**src/rtl/otter_intr_ctrl.sv**
```systemverilog
// otter_intr_ctrl: N-source prioritised interrupt controller for the Otter MCU.
// Synchronises raw peripheral IRQ lines, tracks them as edge- or level-mode
// pending bits, and drives one registered interrupt request to the MCU. The MCU
// acknowledges with int_ack, which claims the lowest-index enabled pending source.
// Software completes the claim by writing the CLAIM register.
//
// Ports:
//   clk          system clock
//   rst          asynchronous active-low reset
//   irq_src      raw asynchronous interrupt lines, active-high
//   iobus_addr   MCU iobus byte address
//   iobus_wdata  MCU iobus write data
//   iobus_wr     MCU iobus write strobe (one cycle per store)
//   rd_data      combinational register read data for iobus_addr
//   int_ack      MCU int_taken acknowledge pulse
//   intrpt       registered interrupt request to the MCU
//   claim_id     registered in-service source index + 1 (0 = none)
//
// Register map (word offsets from BASE_ADDR, byte lanes ignored):
//   0x00 PEND   R, write-1-to-clear on edge-mode bits
//   0x04 ENABLE R/W
//   0x08 MODE   R/W (1 = edge, 0 = level)
//   0x0C CLAIM  R claim_id, any write completes the claim
//   0x10 STATUS R [1:0] state, [8] intrpt
module otter_intr_ctrl #(
  parameter int unsigned N_SRC       = 8,
  parameter logic [31:0] BASE_ADDR   = 32'h1100_0100,
  parameter int unsigned SYNC_STAGES = 2
) (
  input  logic             clk,
  input  logic             rst,
  input  logic [N_SRC-1:0] irq_src,
  input  logic [31:0]      iobus_addr,
  input  logic [31:0]      iobus_wdata,
  input  logic             iobus_wr,
  output logic [31:0]      rd_data,
  input  logic             int_ack,
  output logic             intrpt,
  output logic [5:0]       claim_id
);

  typedef enum logic [1:0] {
    ST_IDLE    = 2'd0,
    ST_REQ     = 2'd1,
    ST_CLAIMED = 2'd2
  } state_t;

  state_t state_q;

  logic [N_SRC-1:0] sync_q [SYNC_STAGES];
  logic [N_SRC-1:0] det_q;
  logic [N_SRC-1:0] sync_level;
  logic [N_SRC-1:0] edge_rise;

  logic [N_SRC-1:0] pend_q;
  logic [N_SRC-1:0] enable_q;
  logic [N_SRC-1:0] mode_q;
  logic [N_SRC-1:0] active;
  logic [N_SRC-1:0] claim_mask;
  logic [N_SRC-1:0] clr_mask;
  logic [N_SRC-1:0] wdata_src;
  logic [5:0]       win_id;
  logic             take;

  logic             reg_hit;
  logic [2:0]       reg_sel;
  logic             wr_pend;
  logic             wr_enable;
  logic             wr_mode;
  logic             wr_claim;

  logic [31:0]      pend_ext;
  logic [31:0]      enable_ext;
  logic [31:0]      mode_ext;
  logic             unused_bits;

  // ---------------------------------------------------------------------------
  // Input synchronisers and edge detection
  // ---------------------------------------------------------------------------
  always_ff @(posedge clk or negedge rst) begin
    if (!rst) begin
      for (int unsigned s = 0; s < SYNC_STAGES; s++) begin
        sync_q[s] <= '0;
      end
      det_q <= '0;
    end else begin
      sync_q[0] <= irq_src;
      for (int unsigned s = 1; s < SYNC_STAGES; s++) begin
        sync_q[s] <= sync_q[s-1];
      end
      det_q <= sync_level;
    end
  end

  assign sync_level = sync_q[SYNC_STAGES-1];
  assign edge_rise  = sync_level & ~det_q;

  // ---------------------------------------------------------------------------
  // Address decode
  // ---------------------------------------------------------------------------
  assign reg_hit   = (iobus_addr[31:5] == BASE_ADDR[31:5]);
  assign reg_sel   = iobus_addr[4:2];
  assign wr_pend   = iobus_wr && reg_hit && (reg_sel == 3'd0);
  assign wr_enable = iobus_wr && reg_hit && (reg_sel == 3'd1);
  assign wr_mode   = iobus_wr && reg_hit && (reg_sel == 3'd2);
  assign wr_claim  = iobus_wr && reg_hit && (reg_sel == 3'd3);
  assign wdata_src = iobus_wdata[N_SRC-1:0];

  // Byte-lane bits and write-data bits above N_SRC carry no meaning here.
  assign unused_bits = ^{iobus_addr[1:0], iobus_wdata};

  // ---------------------------------------------------------------------------
  // Priority select: lowest index among enabled pending sources
  // ---------------------------------------------------------------------------
  assign active = pend_q & enable_q;

  // Scanning downwards lets the lowest set index overwrite any higher one.
  always_comb begin
    win_id     = '0;
    claim_mask = '0;
    for (int unsigned i = N_SRC; i > 0; i--) begin
      if (active[i-1]) begin
        win_id          = 6'(i);
        claim_mask      = '0;
        claim_mask[i-1] = 1'b1;
      end
    end
  end

  assign take     = (state_q == ST_REQ) && int_ack && (|active);
  assign clr_mask = (wr_pend ? wdata_src : '0) | (take ? claim_mask : '0);

  // ---------------------------------------------------------------------------
  // Pending / enable / mode registers
  // ---------------------------------------------------------------------------
  // Edge bits: clear first, then OR in a new edge so a same-cycle edge wins.
  // Level bits simply track the synchronised line.
  always_ff @(posedge clk or negedge rst) begin
    if (!rst) begin
      pend_q   <= '0;
      enable_q <= '0;
      mode_q   <= '0;
    end else begin
      pend_q <= (mode_q & ((pend_q & ~clr_mask) | edge_rise)) |
                (~mode_q & sync_level);
      if (wr_enable) begin
        enable_q <= wdata_src;
      end
      if (wr_mode) begin
        mode_q <= wdata_src;
      end
    end
  end

  // ---------------------------------------------------------------------------
  // Request / claim / complete FSM
  // ---------------------------------------------------------------------------
  always_ff @(posedge clk or negedge rst) begin
    if (!rst) begin
      state_q  <= ST_IDLE;
      intrpt   <= 1'b0;
      claim_id <= '0;
    end else begin
      case (state_q)
        ST_IDLE: begin
          if (|active) begin
            state_q <= ST_REQ;
            intrpt  <= 1'b1;
          end
        end
        ST_REQ: begin
          if (!(|active)) begin
            state_q <= ST_IDLE;
            intrpt  <= 1'b0;
          end else if (int_ack) begin
            state_q  <= ST_CLAIMED;
            claim_id <= win_id;
            intrpt   <= 1'b0;
          end
        end
        ST_CLAIMED: begin
          if (wr_claim) begin
            state_q  <= ST_IDLE;
            claim_id <= '0;
          end
        end
        default: begin
          state_q  <= ST_IDLE;
          intrpt   <= 1'b0;
          claim_id <= '0;
        end
      endcase
    end
  end

  // ---------------------------------------------------------------------------
  // Read mux
  // ---------------------------------------------------------------------------
  always_comb begin
    pend_ext               = '0;
    enable_ext             = '0;
    mode_ext               = '0;
    pend_ext[N_SRC-1:0]    = pend_q;
    enable_ext[N_SRC-1:0]  = enable_q;
    mode_ext[N_SRC-1:0]    = mode_q;
  end

  always_comb begin
    rd_data = '0;
    if (reg_hit) begin
      case (reg_sel)
        3'd0:    rd_data = pend_ext;
        3'd1:    rd_data = enable_ext;
        3'd2:    rd_data = mode_ext;
        3'd3:    rd_data = {26'd0, claim_id};
        3'd4:    rd_data = {23'd0, intrpt, 6'd0, state_q};
        default: rd_data = '0;
      endcase
    end
  end

endmodule

```
**config.mk**
```make
export PLATFORM = sky130hd
export DESIGN_NAME = otter_intr_ctrl
export DESIGN_NICKNAME = d
export VERILOG_FILES = /design/src/rtl/otter_intr_ctrl.sv
export SDC_FILE = /design/constraint.sdc
export NUM_CORES = 1
export LEC_CHECK = 0
export ABC_AREA = 1
export BUFFER_PORTS_ARGS = -buffer_cell sky130_fd_sc_hd__buf_2
export CAP_MARGIN = 30
export CORE_MARGIN = 2
export CORE_UTILIZATION = 45
export CTS_BUF_LIST = sky130_fd_sc_hd__clkbuf_4
export CTS_CLUSTER_SIZE = 24
export DETAILED_ROUTE_END_ITERATION = 8
export PLACE_DENSITY = 0.82
export SLEW_MARGIN = 10
export SYNTH_ARGS = -nofsm -noshare
export SYNTH_HDL_FRONTEND = slang
export SYNTH_SLANG_ARGS = --single-unit
```
**constraint.sdc**
```tcl
create_clock -name clk -period 1.7 [get_ports clk]
set_clock_uncertainty 0.2 [all_clocks]
set_input_delay 0.085 -clock clk [delete_from_list [all_inputs] [get_ports clk]]
set_output_delay 0.085 -clock clk [all_outputs]
set_load 0.02 [all_outputs]
```
After elaboration in Yosys (flattened, before gate mapping)
Cells that the tools add are included.
- bitwise operators: 13
- reduce and logical (&&, ||, !) cells: 13
- muxes and demuxes: 33
- equality and inequality tests: 12
- operators with widths (cell ; number):
    8-bit two-way mux ; 10
    6-bit two-way mux ; 10
    9-bit case mux with 5 select lines ; 1
    8-bit bitwise AND ; 5
    32-bit two-way mux ; 1
    27-bit by 24-bit == test with 1-bit output, second input constant ; 1
    8-bit NOT ; 3
    8-bit bitwise OR ; 3
    6-bit case mux with 3 select lines ; 1
    2-bit two-way mux ; 4
    8-bit OR reduction ; 1
    1-bit logical AND ; 7
    3-bit by 2-bit == test with 1-bit output, second input constant ; 2
    2-bit != test, second input constant ; 3
    2-bit case mux with 3 select lines ; 1
    3-bit AND reduction ; 2
    4-bit two-way mux ; 1
    4-bit AND reduction ; 1
    3-bit by 1-bit == test with 1-bit output, second input constant ; 1
    3-bit == test, second input constant ; 1
    3-bit logical NOT ; 1
    1-bit two-way mux ; 3
    3-bit != test, second input constant ; 1
    1-bit case mux with 3 select lines ; 1
    5 further kinds ; 6
- register bits: 57
- input bits: 76
- word-level logic and storage cells: 80

Longest topological paths before layout
Gate-level depths: netlist (run 1).
- depth in word-level cells: 16
- mapped depth: 11
- depth with buffers taken out: 11

Least setup slack after synthesis (run 1)
Ideal clock, no wire load.
- kind: reg2reg
- start point: reg enable_q[0]
- end point: reg claim_id[0]
- slack: 0.193 ns
- stages on the path, launching flop included: 10
- period minus slack after synthesis: 1.507 ns
- library setup time: 0.065 ns
- arrival: 1.242 ns
- cells stage by stage: dfrtp_1 -> nand2_1 -> nand3_2 -> nor2_4 -> nand2_2 -> nand3_1 -> nand2_1 -> nand2_1 -> nand2_1 -> nand2_1
- word-level cells in the longest chain between the ends: 5
- elaborated cells on any way between the ends: 8
- those cells by class: eq/ne (1); mux (4); bitwise (1); reduce/logical (2)
- ends and longest elaborated chain (item ; RTL line ; source):
    from (decl) ; 56 ; logic [N_SRC-1:0] enable_q;
    from (signal assigned) ; 147 ; enable_q <= wdata_src;
    8-bit bitwise AND * ; 115 ; assign active = pend_q & enable_q;
    6-bit two-way mux ; 122 ; if (active[i-1]) begin
    6-bit two-way mux ; 175 ; end else if (int_ack) begin
    6-bit two-way mux ; 172 ; if (!(|active)) begin
    6-bit case mux with 3 select lines ; 164 ; case (state_q)
    to (signal assigned) ; 177 ; claim_id <= win_id;
    to (decl) ; 39 ; output logic [5:0] claim_id
Every way passes the cells marked *; elsewhere a longest branch is shown, timed or not. The select of a mux whose other input is x is not followed.
A chain may end at the register's enable or synchronous reset.

Final worst setup path (run 1)
- start point: reg state_q[1]
- end point: out rd_data[1]
- word-level cells in the longest chain between the ends: 2
- ends and longest elaborated chain (item ; RTL line ; source):
    from (decl) ; 48 ; state_t state_q;
    from (signal assigned) ; 160 ; state_q <= ST_IDLE;
    from (signal assigned) ; 167 ; state_q <= ST_REQ;
    from (signal assigned) ; 173 ; state_q <= ST_IDLE;
    9-bit case mux with 5 select lines ; 211 ; case (reg_sel)
    32-bit two-way mux ; 210 ; if (reg_hit) begin
    to (decl) ; 36 ; output logic [31:0] rd_data,
Every way passes these cells.

==> results of run 1 <==
==> power by group through the flow <==
stage / Sequential [mW] / Combinational (mW) / Clock [mW]
floorplan: 1.54 / 0.412 / 0
global placement: 1.52 / 0.672 / 0
detailed placement: 1.52 / 0.680 / 0
CTS: 1.48 / 0.768 / 0.883
global route: 1.50 / 0.902 / 0.937
finish: 1.49 / 0.792 / 0.864
==> stage by stage <==
step	TNS [ns]	util (%)	hold slack (ns)	setup slack [ns]
global placement	0	54.9	-0.102	0.0674
CTS	0	60.8	0.00912	0.00318
floorplan	0	-	-0.411	0.193
detailed placement	0	54.9	-0.0981	0.0317
global route	-0.305	63.4	0.0229	-0.0862
finish	0	63.4	0.0218	0.00453
==> area by class of cell <==
type / count / area share [%]
sequential: 55 / 36.7
multi-input combinational: 253 / 32.6
timing repair buffer: 116 / 21.4
inverter: 39 / 4.00
tap: 75 / 2.50
clock inverter: 3 / 1.80
clock buffer: 5 / 1.00
==> layout by cell type (no fill, tap or decap), drive strengths merged <==
cell type	Yosys	routed
a211oi	2	2
a21oi	5	5
a31oi	3	3
a41oi	1	1
buf	27	97
bufinv	0	2
clkbuf	0	5
clkinvlp	0	2
conb	1	25
dfrtp	55	55
dlygate4sd3	0	19
inv	38	38
nand2	125	125
nand3	21	21
nand3b	3	3
nand4	2	2
nor2	34	34
nor3	6	6
nor3b	1	1
o21ai	19	19
o21bai	1	1
o22ai	5	5
==> layer usage <==
layer / track usage, % / wire length (microns)
met4: 5.74 / 108
met2: 32.4 / 3080
met3: 2.61 / 666
met1: 26.6 / 2650
met5: 0 / 0
==> logic make-up (layout without fill, tap and decap cells) <==
logic type	after synthesis	count (layout)	share of synthesized area, %
AOI/OAI and AO/OA	36	36	7.27
buffers and inverters	66	163	12.9
DFF	55	55	49.6
other	1	25	0.135
and+or+nand+nor	192	192	30.1
==> flip-flops by register name, indices dropped and copies added (netlist names) <==
register,count
claim_id,4
det_q,8
enable_q,8
intrpt,1
mode_q,8
pend_q,8
state_q,2
sync_level,8
sync_q,8
==> worst max-delay path, delay by kind of cell (launching register included) <==
kind | cells | cell delay [ns]
compound gates | 2 | 0.28
buf+inv | 2 | 0.24
simple gates | 1 | 0.09
flops | 1 | 0.42
==> repair_timing <==
action / in CTS / in global routing
setup endpoints to repair: 3 / 19
gates resized for setup: 9 / 30
pin swaps: 5 / 14
hold buffers: 19 / 0
setup buffers: 4 / 8
hold endpoints to repair: 93 / 0
==> worst paths after layout <==
path | startpoint | to | slack (ns) | cells past startpoint
worst max-delay path | state_q[1] | rd_data[1] | 0.005 | 5
worst min-delay path | rst | sync_q[12] | 0.02 | 3
worst max register to register | pend_q[5] | pend_q[0] | 0.06 | 10
worst min register to register | sync_q[14] | sync_level[6] | 0.17 | 0
max in group asynchronous | rst | pend_q[0] | 1.05 | 3
min in group clk | iobus_addr[31] | pend_q[5] | 0.13 | 8
==> metrics.md, run 1 <==
| Metric | Value |
|---|---|
| Tcrit/Tclk final | 99.7% |
| Final Hold Viols | 0 |
| Post-Route WL | 6500 microns |
| Flop pwr share | 47.3% |
| Pins over their slew limit | 0 |
| Achievable clock frequency | 0.590 GHz |
| DP Area | 0.00325 sq mm |
| Final setup violation count | 0 |
| Top cell type's share of synthesized area | 49.6% |
| Overall Power | 3.14 mW |
| Num rows | 28 |
| Yosys warning total | 0 |
| CP Max Fanout | 4 |
| CP max-delay cell | dfrtp_1 |
| Top-Level Pins | 115 |
| Residual DRC | 0 |
| Fraction of layout instances using a drive strength above 1 | 30.6% |
| Post-DRT Antenna Nets | 0 |
| Vias | 2561 |
| Critical path arrival | 1.41 ns |
| Die H | 82.5 microns |
| Max-cap violations | 0 |
| Input/output buffers | 63 |
| Register Area | 0.00138 sq mm |
| Clock buffer depth | 2 |
| Seq/Total Area, Yosys | 49.6% |
| Post-synth EDFFs | 0 |
| Worst VDD drop | 0.477 mV |
| CTS Sinks | 55 |
| CTS Root Cell | clkbuf_4 |
| Top FF cell, synth | dfrtp_1 |
| Nets | 546 |
| Largest area contributor in the netlist | dfrtp_1 |
| Total GRT Usage | 19.5% |
| Yosys reg bits | 55 |
| Clock slew at reported path FFs | 0.16 ns |
| GPL Wtd Cong | 0.930 |
| Worst setup EP type | output pin |
| Inst Count DP | 507 |
| Total grt overflow | 0 |
| Diodes inserted | 0 |
| CTS H-Tree Depth | 2 |
| Power Density | 838 mW/mm^2 |
| RSZ-0062 raised after global routing | yes |
| Post-Synthesis Cells | 350 |
| DRT iter0 DRCs | 179 |
| Synthesized cell area | 0.00277 sq mm |
| TritonCTS clock tree | yes |
| Area of the multi-input gates | 0.00122 sq mm |
| Clk pwr share | 27.5% |
| Vias per cell | 4.69 |
| Comb power frac | 25.2% |
| Largest cells by area after synthesis | dfrtp_1 50%, nand2_1 17%, buf_4 6.8%, inv_1 5.1%, nor2_1 3.9% |
| P_int | 2.20 mW |
| DPL Wire Length | 4680 microns |
| Setup CP Type | flop to output pin |
| Crit path cell chain | inv_2, o21ai_2, a211oi_1, nor2_1, buf_4 |
| Sw Pwr | 0.948 mW |
| Die ar. | 0.00681 sq mm |
| Status | completed |
| Most common cell in the netlist | nand2_1 |
| Min Tclk post-route | 1.70 ns |
| Final cell count without fillers | 546 |
| Initial core utilization | 46.8% |
| Top cells by count, synth | 122 x nand2_1, 55 x dfrtp_1, 38 x inv_1 |
| Vias in the first global route | 2310 |
| Leak pwr | 2.01 nW |
| Per-cell routed wire length | 11.9 microns |
| Peak per-stage delay on the critical path | 0.42 ns |
| First-pass GRT wire length | 10200 microns |
| Num CTS Buffers | 5 |
| Pre-antenna DRT Iters | 4 |
| Largest net degree at the start of global routing | 56 |
| Syn Area/Cell | 7.92 sq um |
| Die X-Extent | 82.5 microns |
| Core Area | 0.00592 sq mm |
| Critical Path Source Type | flop |
| Clk Latency, worst-skew pair | 0.37 ns |
| Hold Crit Class | input port to asynchronous set/reset pin |
| Design area | 0.00375 sq mm |
| Synth cell types | 25 |
| Crit path required time | 1.41 ns |
| Sw frac | 30.2% |
| # fillers | 517 |
| Ys async rst share | 100% |
| Syn-to-layout area delta | 35.3% |
| Initial antenna violation count | 0 |
(Power assumes the default switching activity.)
==> run 2: changes to the inputs <==
--- a/config.mk
+++ b/config.mk
@@ -11,10 +11,12 @@
 export CORE_MARGIN = 2
 export CORE_UTILIZATION = 45
 export CTS_BUF_LIST = sky130_fd_sc_hd__clkbuf_4
-export CTS_CLUSTER_SIZE = 24
+export CTS_CLUSTER_SIZE = 14
 export DETAILED_ROUTE_END_ITERATION = 8
+export MAX_ROUTING_LAYER = met4
 export PLACE_DENSITY = 0.82
 export SLEW_MARGIN = 10
 export SYNTH_ARGS = -nofsm -noshare
 export SYNTH_HDL_FRONTEND = slang
 export SYNTH_SLANG_ARGS = --single-unit
+export TNS_END_PERCENT = 5
==> metrics.md, run 2 (same netlist as run 1, synthesis figures left out) <==
| Metric | Value |
|---|---|
| Setup CP Type | flop to output pin (unchanged) |
| CP Max Fanout | 2 (was 4) |
| Num CTS Buffers | 5 (unchanged) |
| GPL Wtd Cong | 0.963 (was 0.930) |
| Achievable clock frequency | 0.594 GHz (was 0.590 GHz) |
| Max-cap violations | 0 (unchanged) |
| Register Area | 0.00138 sq mm (unchanged) |
| Overall Power | 2.88 mW (was 3.14 mW) |
| Most common cell after layout, fill and taps aside | nand2_1 (unchanged) |
| Pins over their slew limit | 0 (unchanged) |
| CTS H-Tree Depth | 2 (unchanged) |
| Power Density | 787 mW/mm^2 (was 838 mW/mm^2) |
| Critical path arrival | 1.40 ns (was 1.41 ns) |
| R2R Setup Slk | 0.05 ns (was 0.06 ns) |
| Reg2reg end | pend_q[4] (was pend_q[0]) |
| Critical Path Source Type | flop (unchanged) |
| Num rows | 28 (unchanged) |
| Post-Route WL | 6640 microns (was 6500 microns) |
| Total grt overflow | 0 (unchanged) |
| Inst Count DP | 509 (was 507) |
| Worst setup EP type | output pin (unchanged) |
| Top-Level Pins | 115 (unchanged) |
| Post-DRT Antenna Nets | 0 (unchanged) |
| Clock slew at reported path FFs | 0.14 ns (was 0.16 ns) |
| Input/output buffers | 63 (unchanged) |
| DRT iter0 DRCs | 218 (was 179) |
| Die X-Extent | 82.5 microns (unchanged) |
| Crit path required time | 1.41 ns (about the same) |
| R2R Path Start | pend_q[5] (unchanged) |
| Area of the multi-input gates | 0.00121 sq mm (was 0.00122 sq mm) |
| Final setup violation count | 0 (unchanged) |
| Violated checks | negative hold slack |
| # fillers | 552 (was 517) |
| Largest net degree at the start of global routing | 26 (was 56) |
| Status | finished, violations left (was completed) |
| Vias in the first global route | 2343 (was 2310) |
| Diodes inserted | 0 (unchanged) |
| RSZ-0062 raised after global routing | yes (unchanged) |
| Syn-to-layout area delta | 32.1% (was 35.3%) |
| Pre-antenna DRT Iters | 4 (unchanged) |
| Hold Crit Class | input port to asynchronous set/reset pin (unchanged) |
| First-pass GRT wire length | 10300 microns (was 10200 microns) |
| CP Launch Point | state_q[0] (was state_q[1]) |
| Most frequent cells in the layout | 117 x nand2_1, 60 x buf_2, 55 x dfrtp_1 (was 117 x nand2_1, 58 x buf_2, 55 x dfrtp_1) |
| Worst VDD drop | 0.567 mV (was 0.477 mV) |
| Die ar. | 0.00681 sq mm (unchanged) |
| Initial antenna violation count | 0 (unchanged) |
| Fraction of layout instances using a drive strength above 1 | 27.3% (was 30.6%) |
| Die H | 82.5 microns (unchanged) |
| Per-cell routed wire length | 12.2 microns (was 11.9 microns) |
| Hold Slack | -0.0170 ns (was 0.0218 ns) |
| Vias per cell | 4.77 (was 4.69) |
| Leak pwr | 2.02 nW (was 2.01 nW) |
| Total GRT Usage | 20.6% (was 19.5%) |
| Final core occ | 61.9% (was 63.4%) |
| Final cell count without fillers | 544 (was 546) |
| CTS Root Cell | clkbuf_4 (unchanged) |
| Clk Latency, worst-skew pair | 0.37 ns (about the same) |
| CTS Sinks | 55 (unchanged) |
| Reg2Reg Depth | 10 (unchanged) |
| Initial core utilization | 46.8% (unchanged) |
| DPL Wire Length | 4930 microns (was 4680 microns) |
| Tcrit/Tclk final | 99.0% (was 99.7%) |
| Core Area | 0.00592 sq mm (unchanged) |
| TritonCTS clock tree | yes (unchanged) |
| Final Hold Viols | 17 (was 0) |
| Min Tclk post-route | 1.68 ns (was 1.70 ns) |
| Nets | 544 (was 546) |
| Residual DRC | 0 (unchanged) |
| Vias | 2594 (was 2561) |
| Clock buffer depth | 2 (unchanged) |
run 2: timing repair:
| item | 4_1_cts | 5_1_grt |
|---|---|---|
| hold endpoints to repair | 93 | 0 |
| pin swaps | 1 | 6 |
| buffers inserted | 2 | 5 |
| hold buffers | 21 | 0 |
| gates resized for setup | 6 | 18 |
| setup endpoints to repair | 4 | 34 |
run 2: metal layers:
metal	up-vias	track usage, %	wire length [microns]
met5	-	-	0
met4	0	4.59	59
met3	9	3.48	546
met2	118	36.4	3310
met1	1175	24.8	2720
li1	1292	-	-
run 2: area by class of cell:
type                    count  share of cell area, %
clock inverters             1                  0.137
well taps                  75                   2.56
flip-flops and latches     55                   37.6
inverters                  39                   4.00
repair buffers            114                   21.3
multi-input cells         253                   33.0
clock buffers               7                   1.43
run 2: worst max-delay path by stage:
| stage | end | slack, ns |
|---|---|---|
| 5_1_grt | rd_data[1] | -0.06 |
| 6_report | rd_data[0] | 0.02 |
| 3_3_place_gp | pend_q[7] | 0.06 |
| 3_5_place_dp | pend_q[7] | 0.007 |
| 2_1_floorplan | claim_id[0] | 0.19 |
| 4_1_cts | rd_data[1] | -0.03 |
run 2: power by group:
part	internal [mW]	switching, mW	total (mW)
clock	0.194	0.378	0.572
sequential	1.42	0.0740	1.49
combinational	0.340	0.478	0.818
run 2: stage by stage:
stage | TNS [ns] | instance area [sq um] | hold WS (ns) | worst slack (ns)
floorplan | 0 | 2860 | -0.411 | 0.193
CTS | -0.0456 | 3570 | 0.0262 | -0.0272
finish | 0 | 3660 | -0.0170 | 0.0163
detailed placement | 0 | 3270 | -0.133 | 0.00652
global route | -0.401 | 3660 | 0.00790 | -0.0636
global placement | 0 | 3270 | -0.133 | 0.0647
run 2: critical path: stages, from the launching register on:
cell      delay (ns)
dfrtp_1         0.42
nand3_1         0.10
nand2_2         0.09
a211oi_2        0.20
nor2_1          0.07
buf_2           0.16
==> run 3: changes to the inputs <==
--- a/config.mk
+++ b/config.mk
@@ -6,7 +6,7 @@
 export NUM_CORES = 1
 export LEC_CHECK = 0
 export ABC_AREA = 1
-export BUFFER_PORTS_ARGS = -buffer_cell sky130_fd_sc_hd__buf_2
+export BUFFER_PORTS_ARGS = -buffer_cell sky130_fd_sc_hd__buf_4
 export CAP_MARGIN = 30
 export CORE_MARGIN = 2
 export CORE_UTILIZATION = 45
@@ -15,6 +15,7 @@
 export DETAILED_ROUTE_END_ITERATION = 8
 export MAX_ROUTING_LAYER = met4
 export PLACE_DENSITY = 0.82
+export SETUP_SLACK_MARGIN = 0.05
 export SLEW_MARGIN = 10
 export SYNTH_ARGS = -nofsm -noshare
 export SYNTH_HDL_FRONTEND = slang
==> metrics.md, run 3 (same netlist as run 1, synthesis figures left out) <==
| Metric | Value |
|---|---|
| Initial antenna violation count | 0 (unchanged) |
| RSZ-0062 raised after global routing | yes (unchanged) |
| Largest net degree at the start of global routing | 56 (was 26) |
| Vias | 2632 (was 2594) |
| Total grt overflow | 0 (unchanged) |
| Syn-to-layout area delta | 41.1% (was 32.1%) |
| Nets | 549 (was 544) |
| Final worst slack | -0.0220 ns (was 0.0163 ns) |
| Clock slew at reported path FFs | 0.15 ns (was 0.14 ns) |
| Min Tclk post-route | 1.72 ns (was 1.68 ns) |
| Worst Path Buf+Inv | 1 (unchanged) |
| WHS Path Cells | 5 |
| Power Density | 816 mW/mm^2 (was 787 mW/mm^2) |
| Crit path required time | 1.41 ns (about the same) |
| Core Area | 0.00592 sq mm (unchanged) |
| Worst path top cell family by delay | flip-flops (unchanged) |
| Pre-antenna DRT Iters | 4 (unchanged) |
| Fraction of layout instances using a drive strength above 1 | 31.9% (was 27.3%) |
| Design area | 0.00391 sq mm (was 0.00366 sq mm) |
| CTS H-Tree Depth | 2 (unchanged) |
| Per-cell routed wire length | 13.0 microns (was 12.2 microns) |
| Final Hold Viols | 0 (was 17) |
| Input/output buffers | 63 (unchanged) |
| Num CTS Buffers | 5 (unchanged) |
| CP max-delay cell | dfrtp_1 (unchanged) |
| Most frequent cells in the layout | 113 x nand2_1, 98 x buf_4, 55 x dfrtp_1 (was 117 x nand2_1, 60 x buf_2, 55 x dfrtp_1) |
| Worst setup EP type | output pin (unchanged) |
| Worst-margin pin slew | 0.656 ns |
| CP Max Fanout | 2 (unchanged) |
| Achievable clock frequency | 0.581 GHz (was 0.594 GHz) |
| Initial core utilization | 46.8% (unchanged) |
| Top-Level Pins | 115 (unchanged) |
| Max-cap violations | 0 (unchanged) |
| Crit path cell chain | nand2_1, o21ai_2, a211oi_2, nor2_1, buf_4 (was nand3_1, nand2_2, a211oi_2, nor2_1, buf_2) |
| Diodes inserted | 0 (unchanged) |
| Setup CP Type | flop to output pin (unchanged) |
| Clock buffer depth | 2 (unchanged) |
| Critical path arrival | 1.44 ns (was 1.40 ns) |
| Die X-Extent | 82.5 microns (unchanged) |
| TritonCTS clock tree | yes (unchanged) |
| Total GRT Usage | 22.0% (was 20.6%) |
| Status | finished, violations left (unchanged) |
| Tcrit/Tclk final | 101% (was 99.0%) |
| Vias per cell | 4.80 (was 4.77) |
| Critical Path Source Type | flop (unchanged) |
| Worst VDD drop | 0.465 mV (was 0.567 mV) |
| Crit path depth | 5 (unchanged) |
| Residual DRC | 0 (unchanged) |
| Pins over their slew limit | 0 (unchanged) |
| Die ar. | 0.00681 sq mm (unchanged) |
| Leak pwr | 2.08 nW (was 2.02 nW) |
| CTS Sinks | 55 (unchanged) |
| GPL Wtd Cong | 0.932 (was 0.963) |
| DP Area | 0.00338 sq mm (was 0.00327 sq mm) |
| Post-DRT Antenna Nets | 0 (unchanged) |
| Violated checks | negative setup slack (was negative hold slack) |
| Clk Latency, worst-skew pair | 0.36 ns (was 0.37 ns) |
| Post-Route WL | 7110 microns (was 6640 microns) |
| CTS Root Cell | clkbuf_4 (unchanged) |
| Die H | 82.5 microns (unchanged) |
| Peak per-stage delay on the critical path | 0.41 ns (was 0.42 ns) |
| First-pass GRT wire length | 10900 microns (was 10300 microns) |
| Num rows | 28 (unchanged) |
| Most common cell after layout, fill and taps aside | nand2_1 (unchanged) |
| Overall Power | 3.19 mW (was 2.88 mW) |
| Worst relative slew slack | 56.3% |
| DRT iter0 DRCs | 156 (was 218) |
| Hold Crit Class | input port to flop (was input port to asynchronous set/reset pin) |
| DPL Wire Length | 5050 microns (was 4930 microns) |
| Reg2Reg Depth | 10 (unchanged) |
| Vias in the first global route | 2441 (was 2343) |
| Final setup violation count | 1 (was 0) |
run 3: metal layers:
layer	routed length, microns	GRT usage (%)
met1	2880	27.4
met2	3530	37.1
met3	605	3.48
met4	86	6.89
met5	0	-
run 3: path summary, 6_finish.rpt:
path	from	slack [ns]	end
max reg2reg	pend_q[7]	0.05	pend_q[0]
max in group asynchronous	rst	0.79	sync_level[6]
min in group asynchronous	rst	0.08	mode_q[7]
min	iobus_addr[2]	0.07	enable_q[7]
max	claim_id[1]	-0.02	rd_data[1]
min reg2reg	sync_q[12]	0.17	sync_level[4]
run 3: worst register-to-register path, stage by stage (launching register included):
cell and delay, ns:
dfrtp_1 0.44, nand2_1 0.09, inv_2 0.05, nor3_4 0.24, nand2_4 0.12, buf_6 0.15, nand3_1 0.06, nand3_1 0.06
inv_1 0.06, nand2_1 0.05, nand2_1 0.07
run 3: cell type report:
cell class                      instances  area, sq um
Tap cell                               75         93.8
Fill cell                             503         2010
Sequential cell                        55         1380
Clock buffer                            6         45.0
Multi-Input combinational cell        253         1270
Timing Repair Buffer                  119          948
Inverter                               39          150
Clock inverter                          1         30.0
run 3: timing repair:
action                                  CTS  global route
hold buffers                             19             0
resized for setup                        13            30
endpoints found under the setup margin   13            24
endpoints found under the hold margin    93             0
setup buffers                            11             4
pin swaps                                 5            12
run 3: metrics by stage:
| step | cells | hold slack [ns] | setup WS [ns] | TNS, ns | utilization, % |
|---|---|---|---|---|---|
| 6_report | 548 | 0.0655 | -0.0220 | -0.0220 | 66.1 |
| 5_1_grt | 548 | 0.0696 | -0.0965 | -0.401 | 66.1 |
| 4_1_cts | 544 | 0.0479 | 0.0200 | 0 | 63.7 |
| 3_5_place_dp | 507 | -0.0324 | -0.0437 | -0.0786 | 57.2 |
| 3_3_place_gp | 507 | -0.0381 | 0.0478 | 0 | 57.2 |
| 2_1_floorplan | 374 | -0.411 | 0.193 | 0 | - |
run 3: power breakdown:
part	internal [mW]	leakage (nW)	total [mW]	switching, mW
clock	0.320	0.0417	0.697	0.378
sequential	1.42	0.624	1.49	0.0685
combinational	0.451	1.42	1.01	0.556
